[src/rtl/dds_ctrl_pkg.sv]
// rtl/dds_ctrl_pkg.sv - shared widths, defaults and FSM state encoding for the DDS config arbiter
package dds_ctrl_pkg;

    localparam int FREQ_W          = 48;
    localparam int RATE_W          = 32;
    localparam int CNT_W           = 10;
    localparam int ACK_TIMEOUT_DEF = 1023;

    typedef enum logic [2:0] {
        ST_IDLE    = 3'd0,
        ST_LOAD    = 3'd1,
        ST_RELEASE = 3'd2,
        ST_START   = 3'd3,
        ST_DONE    = 3'd4
    } arb_state_t;

endpackage

[src/rtl/dds_cfg_arbiter_if.sv]
// rtl/dds_cfg_arbiter_if.sv - four-phase load handshake and chirp payload towards dds_chirp
interface dds_cfg_arbiter_if;
    import dds_ctrl_pkg::*;

    logic              req;
    logic              ack;
    logic              start;
    logic [FREQ_W-1:0] freq;
    logic [FREQ_W-1:0] delta_freq;
    logic [RATE_W-1:0] delta_rate;

    modport master (
        output req, start, freq, delta_freq, delta_rate,
        input  ack
    );

    modport slave (
        input  req, start, freq, delta_freq, delta_rate,
        output ack
    );

endinterface

[src/rtl/sync_2ff.sv]
// rtl/sync_2ff.sv - two-flop synchronizer for a single asynchronous level
module sync_2ff (
    input  logic i_clk,
    input  logic i_rst_n,
    input  logic i_d,
    output logic o_q
);

    logic r_meta;
    logic r_sync;

    always_ff @(posedge i_clk or negedge i_rst_n) begin
        if (!i_rst_n) begin
            r_meta <= 1'b0;
            r_sync <= 1'b0;
        end else begin
            r_meta <= i_d;
            r_sync <= r_meta;
        end
    end

    assign o_q = r_sync;

endmodule

[src/rtl/dds_cfg_arbiter.sv]
// rtl/dds_cfg_arbiter.sv - arbitrates two chirp requesters onto one dds_chirp load/start handshake
module dds_cfg_arbiter
    import dds_ctrl_pkg::*;
#(
    parameter int ACK_TIMEOUT = ACK_TIMEOUT_DEF,
    parameter bit FIXED_PRIO  = 1'b0
) (
    input  logic              i_clk,
    input  logic              i_rst_n,
    input  logic              i_r0_req,
    input  logic              i_r1_req,
    input  logic [FREQ_W-1:0] i_r0_freq,
    input  logic [FREQ_W-1:0] i_r1_freq,
    input  logic [FREQ_W-1:0] i_r0_dfreq,
    input  logic [FREQ_W-1:0] i_r1_dfreq,
    input  logic [RATE_W-1:0] i_r0_drate,
    input  logic [RATE_W-1:0] i_r1_drate,
    output logic              o_r0_gnt,
    output logic              o_r1_gnt,
    output logic              o_r0_err,
    output logic              o_r1_err,
    output logic              o_busy,
    dds_cfg_arbiter_if.master dds
);

    arb_state_t        r_state;
    arb_state_t        w_next;
    logic              w_ack_s;
    logic              w_grant;
    logic              w_win;
    logic              w_abort;
    logic              w_tmo;
    logic [CNT_W-1:0]  r_cnt;
    logic [CNT_W-1:0]  w_cnt_inc;
    logic              r_winner;
    logic              r_rr_ptr;
    logic              r_req;
    logic              r_start;
    logic              r_busy;
    logic              r_gnt0;
    logic              r_gnt1;
    logic              r_err0;
    logic              r_err1;
    logic [FREQ_W-1:0] r_freq;
    logic [FREQ_W-1:0] r_dfreq;
    logic [RATE_W-1:0] r_drate;

    sync_2ff u_ack_sync (
        .i_clk   (i_clk),
        .i_rst_n (i_rst_n),
        .i_d     (dds.ack),
        .o_q     (w_ack_s)
    );

    assign w_cnt_inc = r_cnt + 1'b1;
    assign w_tmo     = (w_cnt_inc == CNT_W'(ACK_TIMEOUT));

    always_ff @(posedge i_clk or negedge i_rst_n) begin
        if (!i_rst_n) begin
            r_state <= ST_IDLE;
        end else begin
            r_state <= w_next;
        end
    end

    always_comb begin
        w_next  = r_state;
        w_grant = 1'b0;
        w_abort = 1'b0;
        w_win   = r_winner;
        case (r_state)
            ST_IDLE: begin
                // A still-high synchronized ACK is a stale handshake; wait it out.
                if ((i_r0_req || i_r1_req) && !w_ack_s) begin
                    w_grant = 1'b1;
                    w_next  = ST_LOAD;
                    if (i_r0_req && i_r1_req) begin
                        w_win = FIXED_PRIO ? 1'b0 : r_rr_ptr;
                    end else begin
                        w_win = i_r1_req;
                    end
                end
            end
            ST_LOAD: begin
                if (w_ack_s) begin
                    w_next = ST_RELEASE;
                end else if (w_tmo) begin
                    w_abort = 1'b1;
                    w_next  = ST_IDLE;
                end
            end
            ST_RELEASE: begin
                if (!w_ack_s) begin
                    w_next = ST_START;
                end else if (w_tmo) begin
                    w_abort = 1'b1;
                    w_next  = ST_IDLE;
                end
            end
            ST_START: w_next = ST_DONE;
            ST_DONE:  w_next = ST_IDLE;
            default:  w_next = ST_IDLE;
        endcase
    end

    always_ff @(posedge i_clk or negedge i_rst_n) begin
        if (!i_rst_n) begin
            r_cnt    <= '0;
            r_winner <= 1'b0;
            r_rr_ptr <= 1'b0;
            r_req    <= 1'b0;
            r_start  <= 1'b0;
            r_busy   <= 1'b0;
            r_gnt0   <= 1'b0;
            r_gnt1   <= 1'b0;
            r_err0   <= 1'b0;
            r_err1   <= 1'b0;
            r_freq   <= '0;
            r_dfreq  <= '0;
            r_drate  <= '0;
        end else begin
            if (w_next != r_state) begin
                r_cnt <= '0;
            end else if (r_state == ST_LOAD || r_state == ST_RELEASE) begin
                r_cnt <= w_cnt_inc;
            end
            if (w_grant) begin
                r_winner <= w_win;
                r_rr_ptr <= ~w_win;
                r_freq   <= w_win ? i_r1_freq  : i_r0_freq;
                r_dfreq  <= w_win ? i_r1_dfreq : i_r0_dfreq;
                r_drate  <= w_win ? i_r1_drate : i_r0_drate;
            end
            // Outputs are registered from the next state so they align with the state flop.
            r_req   <= (w_next == ST_LOAD);
            r_start <= (w_next == ST_START);
            r_busy  <= (w_next != ST_IDLE);
            r_gnt0  <= (w_next == ST_DONE) && !r_winner;
            r_gnt1  <= (w_next == ST_DONE) &&  r_winner;
            r_err0  <= w_abort && !r_winner;
            r_err1  <= w_abort &&  r_winner;
        end
    end

    assign dds.req        = r_req;
    assign dds.start      = r_start;
    assign dds.freq       = r_freq;
    assign dds.delta_freq = r_dfreq;
    assign dds.delta_rate = r_drate;
    assign o_r0_gnt       = r_gnt0;
    assign o_r1_gnt       = r_gnt1;
    assign o_r0_err       = r_err0;
    assign o_r1_err       = r_err1;
    assign o_busy         = r_busy;

endmodule

[src/flat_wrapper.sv]
// flat-port wrapper written by rule: the top's interface ports become plain ports
module dds_cfg_arbiter_flat import dds_ctrl_pkg::*;
#(
    parameter int ACK_TIMEOUT = ACK_TIMEOUT_DEF,
    parameter bit FIXED_PRIO  = 1'b0
)
  (i_clk, i_rst_n, i_r0_req, i_r1_req, i_r0_freq, i_r1_freq, i_r0_dfreq, i_r1_dfreq, i_r0_drate, i_r1_drate, o_r0_gnt, o_r1_gnt, o_r0_err, o_r1_err, o_busy, dds_req, dds_start, dds_freq, dds_delta_freq, dds_delta_rate, dds_ack);
  dds_cfg_arbiter_if dds_i ();
  input  logic i_clk;
  input  logic i_rst_n;
  input  logic i_r0_req;
  input  logic i_r1_req;
  input  logic [FREQ_W-1:0] i_r0_freq;
  input  logic [FREQ_W-1:0] i_r1_freq;
  input  logic [FREQ_W-1:0] i_r0_dfreq;
  input  logic [FREQ_W-1:0] i_r1_dfreq;
  input  logic [RATE_W-1:0] i_r0_drate;
  input  logic [RATE_W-1:0] i_r1_drate;
  output logic o_r0_gnt;
  output logic o_r1_gnt;
  output logic o_r0_err;
  output logic o_r1_err;
  output logic o_busy;
  output wire logic [$bits(dds_i.req)-1:0] dds_req;
  output wire logic [$bits(dds_i.start)-1:0] dds_start;
  output wire logic [$bits(dds_i.freq)-1:0] dds_freq;
  output wire logic [$bits(dds_i.delta_freq)-1:0] dds_delta_freq;
  output wire logic [$bits(dds_i.delta_rate)-1:0] dds_delta_rate;
  input wire logic [$bits(dds_i.ack)-1:0] dds_ack;
  assign dds_req = dds_i.req;
  assign dds_start = dds_i.start;
  assign dds_freq = dds_i.freq;
  assign dds_delta_freq = dds_i.delta_freq;
  assign dds_delta_rate = dds_i.delta_rate;
  assign dds_i.ack = dds_ack;
  dds_cfg_arbiter #(.ACK_TIMEOUT(ACK_TIMEOUT), .FIXED_PRIO(FIXED_PRIO)) u_core (.i_clk(i_clk), .i_rst_n(i_rst_n), .i_r0_req(i_r0_req), .i_r1_req(i_r1_req), .i_r0_freq(i_r0_freq), .i_r1_freq(i_r1_freq), .i_r0_dfreq(i_r0_dfreq), .i_r1_dfreq(i_r1_dfreq), .i_r0_drate(i_r0_drate), .i_r1_drate(i_r1_drate), .o_r0_gnt(o_r0_gnt), .o_r1_gnt(o_r1_gnt), .o_r0_err(o_r0_err), .o_r1_err(o_r1_err), .o_busy(o_busy), .dds(dds_i));
endmodule
[config.mk]
export PLATFORM = sky130hd
export DESIGN_NAME = dds_cfg_arbiter_flat
export DESIGN_NICKNAME = d
export VERILOG_FILES = /design/src/rtl/dds_ctrl_pkg.sv /design/src/rtl/dds_cfg_arbiter_if.sv /design/src/rtl/sync_2ff.sv /design/src/rtl/dds_cfg_arbiter.sv /design/src/flat_wrapper.sv
export SDC_FILE = /design/constraint.sdc
export NUM_CORES = 1
export LEC_CHECK = 0
export ABC_AREA = 0
export ABC_CLOCK_PERIOD_IN_PS = 4280
export CORE_AREA = 2 2 154 156
export DETAILED_ROUTE_END_ITERATION = 10
export DIE_AREA = 0 0 156 158
export GPL_ROUTABILITY_DRIVEN = 0
export PLACE_DENSITY = 0.66
export SYNTH_ARGS = -nofsm -noshare
export SYNTH_HDL_FRONTEND = slang
export SYNTH_HIERARCHICAL = 1
export SYNTH_SLANG_ARGS = --single-unit
[constraint.sdc]
create_clock -name i_clk -period 4.28 [get_ports i_clk]
set_input_delay 0.642 -clock i_clk [delete_from_list [all_inputs] [get_ports i_clk]]
set_output_delay 0.642 -clock i_clk [all_outputs]
set_load 0.1 [all_outputs]
==> summary.md <==
| Metric | Value |
|---|---|
| Synthesized flop and latch total | 152 |
| FF+latch area | 3800 um^2 |
| H-tree levels | 4 |
| Post-Synthesis Net Count | 931 |
| Final Cycle Share | 61.1% |
| R2R cell count | 4 |
| Root Driver | clkbuf_16 |
| DIE HEIGHT | 158 um |
| Max incr delay on CP | 1.16 ns |
| Mapped Area | 7040 um^2 |
| Die W | 156 um |
| CTS tree | yes |
| RR Startpoint | u_core/r_state[2] |
| DRC | 0 |
| Vias in the first global route | 5978 |
| Max-Cap Viols | 0 |
| Skew final | 0.0110 ns |
| Die ar. | 24600 um^2 |
| Vias per Instance | 4.57 |
| Hold Vio Cnt, Final | 0 |
| Worst-margin pin slew | 1.06 ns |
| CP Capture Type | primary output |
| Synthesis-to-layout area growth | 68.2% |
| Routed Antenna Nets | 0 |
| Fmax | 382 MHz |
| CP max FO | 2 |
| Most frequent cells in the layout | clkdlybuf4s50_1 (394), dfrtp_1 (152), nand2_1 (133) |
| Vias | 6142 |
| Setup_tns | 0 ns |
| GR Overflow Total | 0 |
| Max Root-Sink Buffers | 2 |
| Top FF cell, synth | dfrtp_1 |
| Number of post-CTS setup repair buffers | 0 |
| Multi-input gate area | 3000 um^2 |
| Largest net degree at the start of global routing | 138 |
| Hold Crit Class | primary input to asynchronous set/reset pin |
| Seq/Total Area, Yosys | 54.1% |
| Clock sink total | 152 |
| Hold buffers post-CTS | 0 |
| R2R Path End | u_core/r_cnt[5] |
| Status | completed |
| Number of I/O pins | 396 |
| Slew Limit Fails | 0 |
| First-pass GRT wire length | 32.5 mm |
| Post-synth cell types | 42 |
| Crit path required time | 3.64 ns |
| WL/cell | 16.4 um |
| Synth top area cells | dfrtp_1 (54%), mux2i_1 (18%), o21ai_0 (9.4%) |
| FFs w/ async S/R, synth | 100% |
| Fin crit period | 2.61 ns |
| Core Area | 23100 um^2 |
| CP max-delay cell | clkdlybuf4s50_1 |
| Worst skew pair latency | 0.41 ns |
| Final nets | 1304 |
| TritonCTS buffer count | 17 |
| Cells along the critical path | clkdlybuf4s50_1 |
| Resized Gates After CTS | 0 |
| Port Buffer Count | 395 |
| Cells after Synth | 668 |
| Cell taking the most area after synthesis | dfrtp_1 |
| Unrepaired setup endpoints after global routing | false |
| Filler instances | 2147 |
| Syn Area/Cell | 10.5 um^2 |
| Yosys top cell area share | 54.1% |
| ANT cells | 0 |
| Flop2flop setup slack | 2.03 ns |
| Setup violations, final | 0 |
| WS Path Type | flop to primary output |
| Detail Placement HPWL | 16.5 mm |
| Slew margin rel. | 29.3% |
| Worst Path Buf+Inv | 1 |
| Rows | 56 |
| Initial antenna violation count | 0 |
| YS warnings | 6 |
| DRT iter0 DRCs | 287 |
| Pre-Repair DR Iteration Count | 4 |
| Clk pin slew, worst setup/hold paths | 0.07 ns |
| Total global-route track usage | 17.1% |
| Total wire length | 22.0 mm |
| Layout cell share with drive strength beyond 1 | 4.46% |
| Startpoint Class | flop |
| Commonest non-fill, non-tap cell in the layout | clkdlybuf4s50_1 |
| Initial Util | 30.5% |
| Number of synthesized flops with an enable pin | 0 |
| Crit path max-delay family | buffers and inverters |
| Crit path DAT | 1.97 ns |
==> registers in the layout, indices dropped and copies added, names as in the netlist, 3 cells and up <==
register               count
u_core/dds.delta_freq     48
u_core/dds.delta_rate     32
u_core/dds.freq           48
u_core/r_state             3
u_core/r_cnt              10
==> cell type report <==
type	instances	area share, %
well taps	290	3.07
clock buffers	17	3.59
inverters	5	0.159
clock inverters	15	1.51
repair buffers	401	34.2
multi-input cells	464	25.3
flip-flops and latches	152	32.1
==> worst register-to-register path: cells and delay by family, from the launching register on <==
kind | cells | cell delay [ns]
AO/OA/AOI/OAI | 1 | 0.76
flip-flops | 1 | 0.59
AND/OR/NAND/NOR | 3 | 0.75
==> cells by family after synthesis <==
group,after synthesis,share of synthesized area (%)
adders and majority gates,2,0.356
AOI/OAI and AO/OA,146,11.0
xor gates and xnor gates,11,1.64
DFF,152,54.1
buffers and inverters,52,3.52
muxes,130,18.5
and+or+nand+nor,175,10.9
==> cell usage after synthesis, types with 2 or more instances <==
| master | n |
|---|---|
| a21oi_1 | 5 |
| buf_1 | 3 |
| buf_2 | 21 |
| buf_6 | 3 |
| clkbuf_1 | 19 |
| dfrtp_1 | 152 |
| ha_1 | 2 |
| inv_1 | 5 |
| mux2i_1 | 129 |
| nand2_1 | 133 |
| nand2b_1 | 2 |
| nand3_1 | 3 |
| nand4_1 | 3 |
| nor2_1 | 5 |
| nor2b_1 | 2 |
| nor3_1 | 12 |
| nor4_1 | 3 |
| nor4b_1 | 2 |
| o21ai_0 | 132 |
| o21ai_1 | 2 |
| xnor2_1 | 7 |
| xor2_1 | 3 |
==> metal layers <==
layer	track usage, %	up-vias	wire, um
met2	29.9	242	11100
li1	-	3061	-
met3	5.01	20	1770
met1	20.4	2819	8860
met5	0	-	0
met4	5.24	0	276
==> through the flow <==
step | utilization, % | hold slack, ns | instance area (um^2) | worst slack (ns) | cells
detailed placement | 48.7 | 0.345 | 11200 | 1.45 | 1312
CTS | 51.3 | 0.349 | 11800 | 1.62 | 1344
floorplan | - | 0.331 | 7040 | 2.28 | 668
global placement | 48.7 | 0.339 | 11200 | 1.53 | 1312
finish | 51.3 | 0.327 | 11800 | 1.67 | 1344
global route | 51.3 | 0.377 | 11800 | 1.61 | 1344
==> worst max-delay path by stage <==
stage	start	end	slack [ns]	depth (start not counted)
floorplan	i_r1_req	u_core/r_cnt[0]	2.28	6
global placement	i_r1_req	u_core/r_cnt[1]	1.53	5
detailed placement	i_r1_req	u_core/r_cnt[5]	1.45	5
CTS	u_core/dds.freq[10]	dds_freq[10]	1.62	1
global route	u_core/dds.freq[10]	dds_freq[10]	1.61	1
finish	u_core/dds.delta_freq[6]	dds_delta_freq[6]	1.67	1
Power is not shown: default switching activity piles up to over one toggle a cycle in this logic, so the estimate is an artifact.
==> patch: new RTL, same settings <==
`FIXED_PRIO` is set to 1'b0 in 2 places; all go to 1'b1.
--- a/src/rtl/dds_cfg_arbiter.sv
+++ b/src/rtl/dds_cfg_arbiter.sv
@@ -3,7 +3,7 @@
     import dds_ctrl_pkg::*;
 #(
     parameter int ACK_TIMEOUT = ACK_TIMEOUT_DEF,
-    parameter bit FIXED_PRIO  = 1'b0
+    parameter bit FIXED_PRIO  = 1'b1
 ) (
     input  logic              i_clk,
     input  logic              i_rst_n,
--- a/src/flat_wrapper.sv
+++ b/src/flat_wrapper.sv
@@ -2,7 +2,7 @@
 module dds_cfg_arbiter_flat import dds_ctrl_pkg::*;
 #(
     parameter int ACK_TIMEOUT = ACK_TIMEOUT_DEF,
-    parameter bit FIXED_PRIO  = 1'b0
+    parameter bit FIXED_PRIO  = 1'b1
 )
   (i_clk, i_rst_n, i_r0_req, i_r1_req, i_r0_freq, i_r1_freq, i_r0_dfreq, i_r1_dfreq, i_r0_drate, i_r1_drate, o_r0_gnt, o_r1_gnt, o_r0_err, o_r1_err, o_busy, dds_req, dds_start, dds_freq, dds_delta_freq, dds_delta_rate, dds_ack);
   dds_cfg_arbiter_if dds_i ();
Formal check against the unedited RTL: not equivalent (a bounded check fails within 10 cycles, from zero or initial values and one cycle with i_rst_n low).
==> patch against the unedited design <==
Synthesized area down 5.4%; core utilization down 1.6 points; first-iteration DRC count is 0.35% higher; setup slack improved by 0.0058 ns; global-route usage is 0.63 points higher; critical path type unchanged; sequential cell count down 1; design area fell by 3.1%; maximum frequency grew 0.22%; wire length is 2.9% higher; critical path depth is the same; via count decreased by 3.8%; critical endpoint is now dds_delta_freq[47].
Power is not shown: default switching activity piles up to over one toggle a cycle in this logic, so the estimate is an artifact.
==> patch: results (changes against the unedited design) <==
status -> finished clean (unchanged)
hpwl dp -> 15800 um (was 16500 um)
post-synthesis register bit count -> 151 (was 152)
Synth async-reset ratio -> 1.00 (unchanged)
cts bufs inserted -> 17 (unchanged)
placed instance area -> 10900 um^2 (was 11200 um^2)
Max Cap Viol -> 0 (unchanged)
largest cells by area after synthesis -> dfrtp_1 57%, o22a_1 17%, o21a_1 14%, buf_2 1.4%, clkbuf_1 1.0% (was dfrtp_1 54%, mux2i_1 18%, o21ai_0 9.4%, nand2_1 7.1%, buf_2 1.5%)
area of the multi-input gates -> 2680 um^2 (was 3000 um^2)
sequential fraction of the synthesis area -> 0.568 (was 0.541)
largest net degree at the start of global routing -> 129 (was 138)
delay-heaviest family, CP -> buffers and inverters (unchanged)
Vias per Instance -> 4.86 (was 4.57)
Inst Count DP -> 1184 (was 1312)
Seq. cell area -> 3780 um^2 (was 3800 um^2)
initial antenna violation count -> 1 (was 0)
total track usage -> 0.177 (was 0.171)
Multi-In Gates -> 338 (was 464)
clk_lat worst skew -> 0.43 ns (was 0.41 ns)
layout cells sized above 1 -> 0.0497 (was 0.0446)
Post-synth top cells -> 151 x dfrtp_1, 128 x o21a_1, 128 x o22a_1 (was 152 x dfrtp_1, 133 x nand2_1, 132 x o21ai_0)
Slew @ Worst Pin -> 1.04 ns (was 1.06 ns)
Non-clk bufs -> 402 (was 401)
Reg2Reg Depth -> 5 (was 4)
skew final -> 0.0136 ns (was 0.0110 ns)
filler instances -> 2071 (was 2147)
capture point of the critical path -> dds_delta_freq[47] (was dds_delta_freq[6])
Avg WL per Cell -> 18.7 um (was 16.4 um)
Syn Nets -> 804 (was 931)
Worst R2R Setup Slack -> 1.89 ns (was 2.03 ns)
WL final -> 22700 um (was 22000 um)
pre-CTS setup slack -> 1.54 ns (was 1.45 ns)
Distinct cells, synth -> 39 (was 42)
number of global-route vias before repair -> 6101 (was 5978)
maximum clock rate -> 0.383 GHz (was 0.382 GHz)
worst reg2reg endpoint -> u_core/dds.delta_freq[5]$_DFFE_PN0P_ (was u_core/r_cnt[5]$_DFFE_PN0P_)
signal buffers share of area -> 0.353 (was 0.342)
P&R area growth vs syn -> 72.3% (was 68.2%)
iteration-0 DRC count of the detailed router -> 288 (was 287)
Inverters, non-clock -> 3 (was 5)
Hold WS -> 0.284 ns (was 0.327 ns)
global-route wire length before repair -> 33700 um (was 32500 um)
==> patch: changes by cell type in the layout (fill, tap and decap cells not counted), sizes merged, moves of 2 or more <==
cell | unedited run | this run
xnor2 | 8 | 6
nor3b | 1 | 3
o21a | 0 | 128
nand2 | 133 | 5
xor2 | 3 | 7
o21ai | 134 | 4
or2 | 2 | 0
mux2i | 129 | 1
o22a | 0 | 128
nor3 | 12 | 15
==> patch: kinds of logic after synthesis <==
logic type | count (synthesis) | synth area share
AO/OA/AOI/OAI | 270 | 0.326
flip-flops | 151 | 0.568
buffers and inverters | 52 | 0.0340
AND/OR/NAND/NOR | 52 | 0.0498
XOR/XNOR | 13 | 0.0171
adder cells (fa/ha/maj) | 2 | 0.00376
multiplexers | 1 | 0.00150
==> patch: per-layer routing <==
metal  GRT usage  part of all wire  vias to the layer above
li1            -                 -                     2807
met4      0.0585             0.015                        2
met5           0           0.00057                        -
met2       0.307              0.51                      228
met1       0.207              0.40                     2852
met3      0.0589             0.076                       22
